<file path="src/rtl/bus_decoder_if.sv">
// bus_decoder_if: CPU-side bus and slave select/strobe/read-data bundle for bus_decoder.
// The decoder uses the slave modport; the CPU/peripheral side uses master.
interface bus_decoder_if #(
  parameter int ADDR_W = 16,
  parameter int DATA_W = 8,
  parameter int NSLV   = 4
);
  logic [ADDR_W-1:0]      addr;
  logic                   we;
  logic                   rdy;
  logic [DATA_W-1:0]      cpu_dbr;
  logic [NSLV-1:0]        slv_sel;
  logic [NSLV-1:0]        slv_we;
  logic [NSLV*DATA_W-1:0] slv_dbr;

  modport slave (
    input  addr, we, slv_dbr,
    output rdy, cpu_dbr, slv_sel, slv_we
  );

  modport master (
    output addr, we, slv_dbr,
    input  rdy, cpu_dbr, slv_sel, slv_we
  );
endinterface

</file>
<file path="src/rtl/bus_decoder.sv">
// bus_decoder: 6502 system-bus address decoder, wait-state inserter and read-data mux.
// Define BUS_DECODE_ERR_EN to build the sticky unmapped-access capture (err_flag/err_addr).
//
// state | meaning
// IDLE  | decode a new access; complete it now or load the wait down-counter
// WAIT  | CPU stalled; access completes when the counter reaches terminal count 0
module bus_decoder #(
  parameter int                     ADDR_W   = 16,
  parameter int                     DATA_W   = 8,
  parameter int                     NSLV     = 4,
  parameter logic [NSLV*ADDR_W-1:0] SLV_BASE = '0,
  parameter logic [NSLV*ADDR_W-1:0] SLV_MASK = '1,
  parameter logic [NSLV*4-1:0]      SLV_WAIT = '0,
  parameter logic [DATA_W-1:0]      OPEN_BUS = 8'hFF
) (
  input  logic              clk,
  input  logic              rst,
  bus_decoder_if.slave      bus,
  input  logic              err_clr,
  output logic              err_flag,
  output logic [ADDR_W-1:0] err_addr
);

  typedef enum logic {ST_IDLE, ST_WAIT} state_t;

  state_t            state_q, state_d;
  logic [3:0]        cnt_q, cnt_d;
  logic [NSLV-1:0]   hit, sel;
  logic [3:0]        wait_sel;
  logic              miss;
  logic              rdy_c;
  logic [NSLV-1:0]   cs_q;
  logic              miss_q;
  logic [DATA_W-1:0] hold_q;
  logic [DATA_W-1:0] rd_mux;

  // Raw region match for every slave
  always_comb begin
    hit = '0;
    for (int i = 0; i < NSLV; i++) begin
      hit[i] = ((bus.addr & SLV_MASK[i*ADDR_W +: ADDR_W]) ==
                (SLV_BASE[i*ADDR_W +: ADDR_W] & SLV_MASK[i*ADDR_W +: ADDR_W]));
    end
  end

  // Priority select: scanning downward lets the lowest matching index win
  always_comb begin
    sel      = '0;
    wait_sel = '0;
    for (int i = NSLV - 1; i >= 0; i--) begin
      if (hit[i]) begin
        sel      = '0;
        sel[i]   = 1'b1;
        wait_sel = SLV_WAIT[i*4 +: 4];
      end
    end
  end

  assign miss = ~|hit;

  // Wait-state FSM and counter registers
  always_ff @(posedge clk or negedge rst) begin
    if (!rst) begin
      state_q <= ST_IDLE;
      cnt_q   <= '0;
    end else begin
      state_q <= state_d;
      cnt_q   <= cnt_d;
    end
  end

  // Next state, down-counter and RDY; a miss has zero wait so it completes in IDLE
  always_comb begin
    state_d = state_q;
    cnt_d   = cnt_q;
    rdy_c   = 1'b1;
    case (state_q)
      ST_IDLE: begin
        if (wait_sel != 4'd0) begin
          rdy_c   = 1'b0;
          cnt_d   = wait_sel - 4'd1;
          state_d = ST_WAIT;
        end
      end
      ST_WAIT: begin
        if (cnt_q == 4'd0) begin
          state_d = ST_IDLE;
        end else begin
          rdy_c = 1'b0;
          cnt_d = cnt_q - 4'd1;
        end
      end
      default: state_d = ST_IDLE;
    endcase
  end

  assign bus.rdy     = rdy_c;
  assign bus.slv_sel = sel;
  // Strobe only on the completing cycle, and never while reset is held
  assign bus.slv_we  = (bus.we && rdy_c && rst) ? sel : '0;

  // Data-phase capture of which source returns data on the following cycle
  always_ff @(posedge clk or negedge rst) begin
    if (!rst) begin
      cs_q   <= '0;
      miss_q <= 1'b0;
      hold_q <= OPEN_BUS;
    end else begin
      cs_q   <= sel & {NSLV{rdy_c}};
      miss_q <= miss & rdy_c;
      if ((|cs_q) || miss_q) hold_q <= rd_mux;
    end
  end

  // Read-data mux; holds the last returned value between completions
  always_comb begin
    rd_mux = hold_q;
    if (miss_q) rd_mux = OPEN_BUS;
    for (int i = 0; i < NSLV; i++) begin
      if (cs_q[i]) rd_mux = bus.slv_dbr[i*DATA_W +: DATA_W];
    end
  end

  assign bus.cpu_dbr = rd_mux;

`ifdef BUS_DECODE_ERR_EN
  logic              err_flag_q;
  logic [ADDR_W-1:0] err_addr_q;

  // First unmapped completing access is captured; a clear in the same cycle lets a new miss re-arm
  always_ff @(posedge clk or negedge rst) begin
    if (!rst) begin
      err_flag_q <= 1'b0;
      err_addr_q <= '0;
    end else if (miss && rdy_c && (!err_flag_q || err_clr)) begin
      err_flag_q <= 1'b1;
      err_addr_q <= bus.addr;
    end else if (err_clr) begin
      err_flag_q <= 1'b0;
      err_addr_q <= '0;
    end
  end

  assign err_flag = err_flag_q;
  assign err_addr = err_addr_q;
`else
  logic unused_err_clr;
  assign unused_err_clr = err_clr;
  assign err_flag       = 1'b0;
  assign err_addr       = '0;
`endif

endmodule

</file>
<file path="src/flat_wrapper.sv">
// flat-port wrapper written by rule: the top's interface ports become plain ports
module bus_decoder_flat 
#(
  parameter int                     ADDR_W   = 16,
  parameter int                     DATA_W   = 8,
  parameter int                     NSLV     = 4,
  parameter logic [NSLV*ADDR_W-1:0] SLV_BASE = '0,
  parameter logic [NSLV*ADDR_W-1:0] SLV_MASK = '1,
  parameter logic [NSLV*4-1:0]      SLV_WAIT = '0,
  parameter logic [DATA_W-1:0]      OPEN_BUS = 8'hFF
)
  (clk, rst, err_clr, err_flag, err_addr, bus_addr, bus_we, bus_slv_dbr, bus_rdy, bus_cpu_dbr, bus_slv_sel, bus_slv_we);
  bus_decoder_if #(.ADDR_W(ADDR_W), .DATA_W(DATA_W), .NSLV(NSLV)) bus_i ();
  input  logic clk;
  input  logic rst;
  input  logic err_clr;
  output logic err_flag;
  output logic [ADDR_W-1:0] err_addr;
  input wire logic [$bits(bus_i.addr)-1:0] bus_addr;
  input wire logic [$bits(bus_i.we)-1:0] bus_we;
  input wire logic [$bits(bus_i.slv_dbr)-1:0] bus_slv_dbr;
  output wire logic [$bits(bus_i.rdy)-1:0] bus_rdy;
  output wire logic [$bits(bus_i.cpu_dbr)-1:0] bus_cpu_dbr;
  output wire logic [$bits(bus_i.slv_sel)-1:0] bus_slv_sel;
  output wire logic [$bits(bus_i.slv_we)-1:0] bus_slv_we;
  assign bus_i.addr = bus_addr;
  assign bus_i.we = bus_we;
  assign bus_i.slv_dbr = bus_slv_dbr;
  assign bus_rdy = bus_i.rdy;
  assign bus_cpu_dbr = bus_i.cpu_dbr;
  assign bus_slv_sel = bus_i.slv_sel;
  assign bus_slv_we = bus_i.slv_we;
  bus_decoder #(.ADDR_W(ADDR_W), .DATA_W(DATA_W), .NSLV(NSLV), .SLV_BASE(SLV_BASE), .SLV_MASK(SLV_MASK), .SLV_WAIT(SLV_WAIT), .OPEN_BUS(OPEN_BUS)) u_core (.clk(clk), .rst(rst), .bus(bus_i), .err_clr(err_clr), .err_flag(err_flag), .err_addr(err_addr));
endmodule
</file>
<file path="config.mk">
export PLATFORM = sky130hd
export DESIGN_NAME = bus_decoder_flat
export DESIGN_NICKNAME = d
export VERILOG_FILES = /design/src/rtl/bus_decoder_if.sv /design/src/rtl/bus_decoder.sv /design/src/flat_wrapper.sv
export SDC_FILE = /design/constraint.sdc
export NUM_CORES = 1
export LEC_CHECK = 0
export BUFFER_PORTS_ARGS = -buffer_cell sky130_fd_sc_hd__buf_2
export CAP_MARGIN = 20
export CORE_MARGIN = 2
export CORE_UTILIZATION = 38
export DETAILED_ROUTE_END_ITERATION = 8
export MAX_ROUTING_LAYER = met4
export PLACE_DENSITY = 0.84
export SLEW_MARGIN = 40
export SYNTH_ARGS = -nofsm -noshare
export SYNTH_HDL_FRONTEND = slang
export SYNTH_SLANG_ARGS = --single-unit
</file>
<file path="constraint.sdc">
create_clock -name clk -period 2.5 [get_ports clk]
set_input_delay 0.125 -clock clk [delete_from_list [all_inputs] [get_ports clk]]
set_output_delay 0.125 -clock clk [all_outputs]
set_load 0.02 [all_outputs]
</file>
==> flow_summary.ini, run 1 <==
[outcome]
status = finished clean

[placement]
dp.final_hpwl_um = 1220
dp.cells = 160
port_buffers = 37
dpl_worst_slack_ns = 0.954
gp_congestion = 0.653

[timing]
rsz0062_at_grt = no
slew_headroom = 0.620
max_freq_mhz = 537
tns_ns = 0
worst_slack_ns = 0.637
fin_crit_sh = 0.745
final.setup_skew_ns = 0.00532
tightest_slew_ns = 0.569
slew_viol_final = 0
final.min_clock_period_ns = 1.86
hold_viol = 0
setup_viol = 0

[logic_synthesis]
yosys-top-cells-count = buf_4 (23), o21ai_0 (17), nand2_1 (12), nor2_1 (10), dfstp_2 (8)
syn_area_per_cell_um2 = 8.77
ys_seq_area_frac = 0.439
synth_warnings = 0
synth_most_common_cell = buf_4
ys_ff_latch = 15
yosys-top-cells-area = dfstp_2 (24%), dfrtp_1 (20%), buf_4 (20%)
ys_dominant_reg_cell = dfstp_2
postSynthCellCount = 100
syn-cell-area_um2 = 877
synthDistinctLibCells = 19
synthArstFlopShare = 1.00
synth-edff-count = 0
synth_top_area_frac = 0.240
synth_top_area_cell = dfstp_2

[route]
vias_per_cell = 4.25
ant_nets = 0
wl_um = 1570
route.detailed.drc = 0
drt_pass1_iterations = 5
drt_iter0_drc = 11
wl_per_cell_um = 9.48
met3_length_um = 143
wl_met2_um = 777
vias = 701
wl_met1_um = 630
highest_layer = met4

[layout]
num_antenna_cells = 0
layout.nets = 191
area_delta_synth_final_pct = 16.4
drive_gt1_frac = 0.358
final_util = 0.466
layout.cells.non_filler = 165

[die]
initial_core_util = 0.400
rows = 17
die-area_mm2 = 0.00271
io_pins = 86
fp.dieH_um = 52.0
die_w_um = 52.0
core_mm2 = 0.00219

[clock_network]
cts_sinks = 15
cts_setup_buffers = 0
cts.htree.levels = 1
cts_tree = yes
clkTransAtPathRegs_ns = 0.08
clock-root-buffer = clkbuf_4
clock_latency_ns = 0.28
cts_buffers = 3
cts_resized = 0
clk_path_buf_depth = 2

[setup_path]
r2r_cells = 5
reg2reg_slack_ns = 1.11
worstSetupStartpointType = flop
end_kind = primary output
crit_fanout = 7
crit_arrival_ns = 1.74
crit_type = reg2out
cp.required_ns = 2.38
r2r_end = u_core.cnt_q[0]$_DFFE_PN0P_
reg2reg_from = u_core.cnt_q[0]$_DFFE_PN0P_

[grt]
grt_max_degree = 25
antenna_found_initial = 0
grt_usage = 0.140
grt_pass1_vias = 648
grt_overflow = 0
grt_pass1_wl_um = 2770

[pwr]
power_density_mw_per_mm2 = 425
power_leakage_nw = 0.468
ir_drop_v = 0.000171

[min_path]
min_path_cells = 3
min_path_type = in2reg
hold_end = u_core.hold_q[6]$_DFFE_PN1P_
hold_start = bus_slv_dbr[6]

[run]
cap_violations = 0
-- worst max-delay path by stage --
stage | start | end | slack, ns | cells past startpoint
final | u_core.cnt_q[0]$_DFFE_PN0P_ | bus_slv_we[0] | 0.64 | 6
after global routing | u_core.cnt_q[0]$_DFFE_PN0P_ | bus_slv_we[0] | 0.53 | 6
after CTS | u_core.cnt_q[0]$_DFFE_PN0P_ | bus_slv_we[0] | 0.64 | 6
after detailed placement | u_core.cnt_q[0]$_DFFE_PN0P_ | bus_slv_we[0] | 0.95 | 6
after global placement | u_core.cnt_q[0]$_DFFE_PN0P_ | bus_slv_we[0] | 0.99 | 6
after floorplan | u_core.cnt_q[0]$_DFFE_PN0P_ | bus_slv_we[0] | 1.01 | 6
-- flip-flops by register name, summed over array words and instances (netlist names) --
register / count
u_core.cnt_q: 4
u_core.cs_q: 1
u_core.state_q: 1
u_core.miss_q: 1
u_core.hold_q: 8
-- layout make-up --
cell class                 instances  area (um^2)
fill                             213         1170
sequential                        15          385
multi-input combinational         75          360
timing repair buffer              38          195
tap                               28         35.0
clock buffer                       4         26.3
inverter                           5         18.8
-- power breakdown --
part	switching, W	leakage, nW	total (W)	internal, W
combinational	0.0000415	0.276	0.0000575	0.0000160
clock	0.0000716	0.0150	0.000133	0.0000619
sequential	0.00000000374	0.177	0.000243	0.000243
total	0.000113	0.468	0.000434	0.000321
-- kinds of logic (layout without fill, tap and decap cells) --
logic type / count (synthesis) / after routing / share of synthesized area
muxes: 2 / 2 / 0.0228
and+or+nand+nor: 30 / 30 / 0.158
DFF: 15 / 15 / 0.439
AOI/OAI and AO/OA: 18 / 18 / 0.107
adders and majority gates: 1 / 1 / 0.0143
other: 1 / 23 / 0.00428
buffers and inverters: 32 / 47 / 0.244
xor gates and xnor gates: 1 / 1 / 0.00999
-- placed cells by master, fill, tap and decap left out, types with 2 or more instances in the layout --
cell / netlist / final
buf_2: 0 / 37
dfstp_2: 8 / 8
inv_1: 5 / 5
nor4_1: 4 / 4
nand2_1: 12 / 12
nor2_1: 10 / 10
clkbuf_4: 0 / 3
mux2i_1: 2 / 2
conb_1: 1 / 23
dfrtp_1: 7 / 7
o21ai_0: 17 / 17
-- per-stage QoR --
stage | total power (W) | instance area [um^2] | hold WS [ns]
after floorplan | 0.000307 | 960 | -0.171
after global placement | 0.000302 | 985 | 0.0387
after detailed placement | 0.000303 | 985 | 0.0434
after CTS | 0.000438 | 1020 | 0.0720
after global routing | 0.000458 | 1020 | 0.0797
final | 0.000434 | 1020 | 0.0708
-- layer usage --
metal  GRT usage  vias to the layer above
li1            -                      355
met3      0.0316                        2
met5           -                        -
met2       0.245                       34
met4      0.0526                        0
met1       0.153                      310
-- timing repair --
item,in CTS,in global routing
hold endpoints to repair,7,0
hold buffers,1,0
endpoints found under the setup margin,0,0
-- critical path, cell delays in order (launching register included) --
cell and delay (ns):
dfrtp_1 0.39, inv_1 0.09, ha_1 0.18, inv_1 0.06, o31a_1 0.38, nor3_2 0.17
buf_2 0.18
Note: power is estimated with default switching activity, not from simulation.
==> inputs of run 2 (changes only) <==
- CORE_UTILIZATION: 38 -> 35
- PLACE_DENSITY: 0.84 -> 0.78
- clock period: 2.5 -> 1.84 ns (I/O delays scaled with it)
==> flow_summary.ini, run 2 (synthesis results as in run 1) <==
[outcome]
status = finished clean

[setup_path]
r2r_cells = 6
worstSetupStartpointType = flop
crit_type = reg2out
reg2reg_slack_ns = 0.41
cpLargestDelayFamily = flip-flops
end_kind = primary output
r2r_end = u_core.cnt_q[0]$_DFFE_PN0P_
crit_fanout = 7
reg2reg_from = u_core.cnt_q[1]$_DFFE_PN0P_
cp.required_ns = 1.75
crit_path_cell_trace = inv_2, ha_4, inv_1, o31a_1, nor3_2, buf_4
crit_arrival_ns = 1.61
crit_slowest_cell = dfrtp_1
critPathBufInv = 3
max_stage_delay_ns = 0.40

[die]
core_mm2 = 0.00243
io_pins = 86
die-area_mm2 = 0.00292
initial_core_util = 0.361
die_w_um = 54.1
rows = 18
fp.dieH_um = 54.1

[route]
wl_per_cell_um = 9.79
route.detailed.drc = 0
drt_pass1_iterations = 4
drt_iter0_drc = 8
wl_um = 1650
vias = 740
ant_nets = 0
vias_per_cell = 4.40

[timing]
setup_viol = 0
rsz0062_at_grt = no
fin_crit_sh = 0.927
slew_viol_final = 0
slew_headroom = 0.622
final.min_clock_period_ns = 1.71
tightest_slew_ns = 0.568
final.setup_skew_ns = 0.00719
hold_viol = 0
tns_ns = 0
max_freq_mhz = 586

[grt]
use_met1 = 0.135
use_met3 = 0.0417
gr-usage-met2 = 0.236
grt_pass1_vias = 694
grt_pass1_wl_um = 2630
antenna_found_initial = 0
busiest_layer = met2
grt_max_degree = 25
grt_overflow = 0
grt_usage = 0.132

[layout]
area_delta_synth_final_pct = 19.4
drive_gt1_frac = 0.391
regMostFlops = u_core.hold_q
final_util = 0.431
largest_register_ffs = 8
final_common_cell = buf_2
layout.nets = 192
top_regs = u_core.hold_q: 8 flops, u_core.cnt_q: 4 flops
multi_input_area_um2 = 373
num_antenna_cells = 0
fillCellCount = 267
ff_latch_area_um2 = 385
layout_common_cells = buf_2 (36), conb_1 (23), o21ai_0 (17), nand2_1 (12), nor2_1 (10)

[clock_network]
clock_latency_ns = 0.28
cts_sinks = 15
clk_path_buf_depth = 2
clock-root-buffer = clkbuf_4
clkTransAtPathRegs_ns = 0.09
cts.htree.levels = 1
cts_buffers = 3
cts_tree = yes

[min_path]
hold_end = u_core.hold_q[1]$_DFFE_PN1P_
hold_start = bus_slv_dbr[1]
min_path_type = in2reg
min_path_cells = 3

[pwr]
pwr-share-seq = 0.557
p_comb_frac = 0.133
power.switching_w = 0.000161
clock_power_share = 0.310
ir_drop_v = 0.000365
power_leakage_nw = 0.478
power_density_mw_per_mm2 = 567
switching_share = 0.270
internal_power_w = 0.000433

[placement]
port_buffers = 37
dp.final_hpwl_um = 1270
gp_congestion = 0.701

[run]
cap_violations = 0
## run 2: layout make-up
class,instances,share of cell area
clock buffer,3,0.0215
clock inverter,1,0.00478
inverter,5,0.0179
multi-input combinational,75,0.356
sequential,15,0.368
tap,30,0.0358
timing repair buffer,39,0.196
## run 2: timing repair
action,CTS,global route
cloned,0,0
buffers inserted,0,1
resized for setup,0,5
hold buffers,1,0
pin swaps,1,3
endpoints found under the hold margin,15,0
setup endpoints to repair,1,1
## run 2: power groups by stage
stage | Clock [W] | Combinational [W] | Sequential [W]
2_1_floorplan | 0 | 0.0000805 | 0.000336
3_3_place_gp | 0 | 0.0000752 | 0.000336
3_5_place_dp | 0 | 0.0000768 | 0.000336
4_1_cts | 0.000194 | 0.0000785 | 0.000330
5_1_grt | 0.000209 | 0.0000884 | 0.000330
6_report | 0.000184 | 0.0000789 | 0.000330
## run 2: how the worst max path moves through the flow
stage                                startpoint             to  slack [ns]  depth (start not counted)
floorplan           u_core.cnt_q[0]$_DFFE_PN0P_  bus_slv_we[0]        0.38                          6
global placement    u_core.cnt_q[0]$_DFFE_PN0P_  bus_slv_we[0]        0.38                          6
detailed placement  u_core.cnt_q[0]$_DFFE_PN0P_  bus_slv_we[0]        0.34                          6
CTS                 u_core.cnt_q[0]$_DFFE_PN0P_  bus_slv_we[0]        0.04                          6
global route        u_core.cnt_q[1]$_DFFE_PN0P_  bus_slv_we[0]        0.03                          6
finish              u_core.cnt_q[1]$_DFFE_PN0P_  bus_slv_we[0]        0.13                          6
## run 2: worst reg2reg max path, cell delays in order, from the launching register on
cell and delay [ns]:
dfrtp_1 0.40, inv_2 0.09, ha_4 0.14, inv_1 0.05
o31a_1 0.37, buf_4 0.17, xnor2_1 0.11
## run 2: metal layers
layer / share of wire / wire [um]
met1: 0.37 / 612
met3: 0.11 / 173
met5: 0 / 0
met4: 0.014 / 23
met2: 0.51 / 836
## run 2: metrics by stage
stage                     area, um^2  total power, W  std cells  hold slack, ns  setup WS, ns
after detailed placement         987        0.000413        162          0.0128         0.337
after CTS                       1020        0.000603        167          0.0228        0.0361
after global routing            1050        0.000628        168          0.0387        0.0250
after global placement           987        0.000411        162         0.00713         0.377
final                           1050        0.000593        168          0.0224         0.134
after floorplan                  960        0.000417        122          -0.204         0.384
==> inputs of run 3 (changes only) <==
- CELL_PAD_IN_SITES_DETAIL_PLACEMENT: unset -> 1
- CELL_PAD_IN_SITES_GLOBAL_PLACEMENT: unset -> 1
- CORE_UTILIZATION: 35 -> 23
- CTS_BUF_LIST: unset -> sky130_fd_sc_hd__clkbuf_16
- PLACE_DENSITY: 0.78 -> unset
- PLACE_DENSITY_LB_ADDON: unset -> 0.1
- TNS_END_PERCENT: unset -> 30
==> flow_summary.ini, run 3 (synthesis results as in run 1) <==
[layout]
layout.nets = 191
area_delta_synth_final_pct = 25.4
final_common_cell = buf_2
regMostFlops = u_core.hold_q
drive_gt1_frac = 0.365
num_antenna_cells = 0
largest_register_ffs = 8
layout_common_cells = buf_2 (37), conb_1 (23), o21ai_0 (17), nand2_1 (12), nor2_1 (10)
fillCellCount = 447
top_regs = u_core.hold_q: 8 flops, u_core.cnt_q: 4 flops

[outcome]
status = finished clean

[route]
wl_met2_um = 938
drt_pass1_iterations = 2
met3_length_um = 135
wl_per_cell_um = 10.0
route.detailed.drc = 0
highest_layer = met4
wl_met1_um = 759
drt_iter0_drc = 21
vias = 724
vias_per_cell = 3.91
wl_um = 1850
ant_nets = 0

[setup_path]
cpLargestDelayFamily = flip-flops
r2r_end = u_core.cnt_q[0]$_DFFE_PN0P_
crit_fanout = 7
reg2reg_slack_ns = 0.51
end_kind = primary output
reg2reg_from = u_core.cnt_q[0]$_DFFE_PN0P_
cp.required_ns = 1.75
r2r_cells = 5
crit_type = reg2out
crit_path_cell_trace = inv_1, ha_1, inv_1, o31a_1, nor3_2, buf_2
max_stage_delay_ns = 0.37
crit_slowest_cell = dfrtp_1
critPathBufInv = 3
worstSetupStartpointType = flop
cpMostUsedCell = inv_1
crit_arrival_ns = 1.64

[placement]
gp_congestion = 0.782
port_buffers = 37
dp.final_hpwl_um = 1410
dpl_worst_slack_ns = 0.310

[timing]
hold_viol = 0
tns_ns = 0
max_freq_mhz = 577
fin_crit_sh = 0.941
whs_ns = 0.0723
tightest_slew_ns = 0.606
final.min_clock_period_ns = 1.73
setup_viol = 0
worst_slack_ns = 0.108
slew_headroom = 0.596
slew_viol_final = 0
rsz0062_at_grt = no
final.setup_skew_ns = 0.00409

[die]
die_w_um = 65.8
io_pins = 86
fp.dieH_um = 65.8
die-area_mm2 = 0.00432
core_mm2 = 0.00366
initial_core_util = 0.240
rows = 22

[grt]
grt_max_degree = 25
grt_pass1_vias = 622
antenna_found_initial = 0
grt_overflow = 0
grt_usage = 0.0868
grt_pass1_wl_um = 2810

[clock_network]
cts_resized = 0
cts_setup_buffers = 0
clkTransAtPathRegs_ns = 0.05
clock_latency_ns = 0.25
clk_path_buf_depth = 2
cts.htree.levels = 1
cts_sinks = 15
cts_buffers = 3
cts_tree = yes
clock-root-buffer = clkbuf_16

[min_path]
hold_end = u_core.hold_q[3]$_DFFE_PN1P_
min_path_type = in2reg
hold_start = bus_slv_dbr[3]
min_path_cells = 3

[pwr]
power_leakage_nw = 0.494
power_density_mw_per_mm2 = 759
ir_drop_v = 0.000398

[run]
cap_violations = 0
[run 3: cell count changes in the layout (fill, tap and decap cells not counted), sizes merged]
cell | previous run | this run
buf | 38 | 37
[run 3: timing repair]
action	CTS	global route
endpoints found under the setup margin	0	1
hold buffers	1	0
endpoints found under the hold margin	7	0
[run 3: through the flow]
stage / util / cell area (um^2) / power [W] / instances
floorplan: - / 960 / 0.000417 / 122
global placement: 0.276 / 1010 / 0.000412 / 180
detailed placement: 0.276 / 1010 / 0.000414 / 180
CTS: 0.300 / 1100 / 0.000849 / 185
global route: 0.300 / 1100 / 0.000872 / 185
finish: 0.300 / 1100 / 0.000835 / 185
[run 3: layout make-up]
cell class | instances | area, um^2 | share of cell area
clock buffers | 3 | 75.1 | 0.0683
clock inverters | 1 | 5.00 | 0.00455
inverters | 5 | 18.8 | 0.0171
multi-input cells | 75 | 360 | 0.328
flip-flops and latches | 15 | 385 | 0.350
well taps | 48 | 60.1 | 0.0546
repair buffers | 38 | 195 | 0.177
[run 3: worst max-delay path by stage]
| stage | start | end | depth (start not counted) |
|---|---|---|---|
| 2_1_floorplan | u_core.cnt_q[0]$_DFFE_PN0P_ | bus_slv_we[0] | 6 |
| 3_3_place_gp | u_core.cnt_q[0]$_DFFE_PN0P_ | bus_slv_we[0] | 6 |
| 3_5_place_dp | u_core.cnt_q[0]$_DFFE_PN0P_ | bus_slv_we[0] | 6 |
| 4_1_cts | u_core.cnt_q[0]$_DFFE_PN0P_ | bus_slv_we[0] | 6 |
| 5_1_grt | u_core.cnt_q[0]$_DFFE_PN0P_ | bus_slv_we[0] | 6 |
| 6_report | u_core.cnt_q[0]$_DFFE_PN0P_ | bus_slv_we[0] | 6 |
[run 3: worst register-to-register path: cells and delay by family, from the launching register on]
| family | cells | cell delay (ns) |
|---|---|---|
| buf+inv | 2 | 0.15 |
| flops | 1 | 0.37 |
| xor+xnor | 1 | 0.16 |
| compound gates | 1 | 0.35 |
| fa+ha+maj | 1 | 0.18 |
[run 3: power breakdown]
group	leakage [nW]	switching (W)	internal [W]
clock	0.0409	0.000134	0.000290
sequential	0.177	0.00000000563	0.000331
combinational	0.276	0.0000577	0.0000218
[run 3: per-layer routing]
metal  GRT usage  vias up
met4      0.0391        0
met2       0.122       23
li1            -      352
met3      0.0325        2
met1       0.110      347
met5           -        -
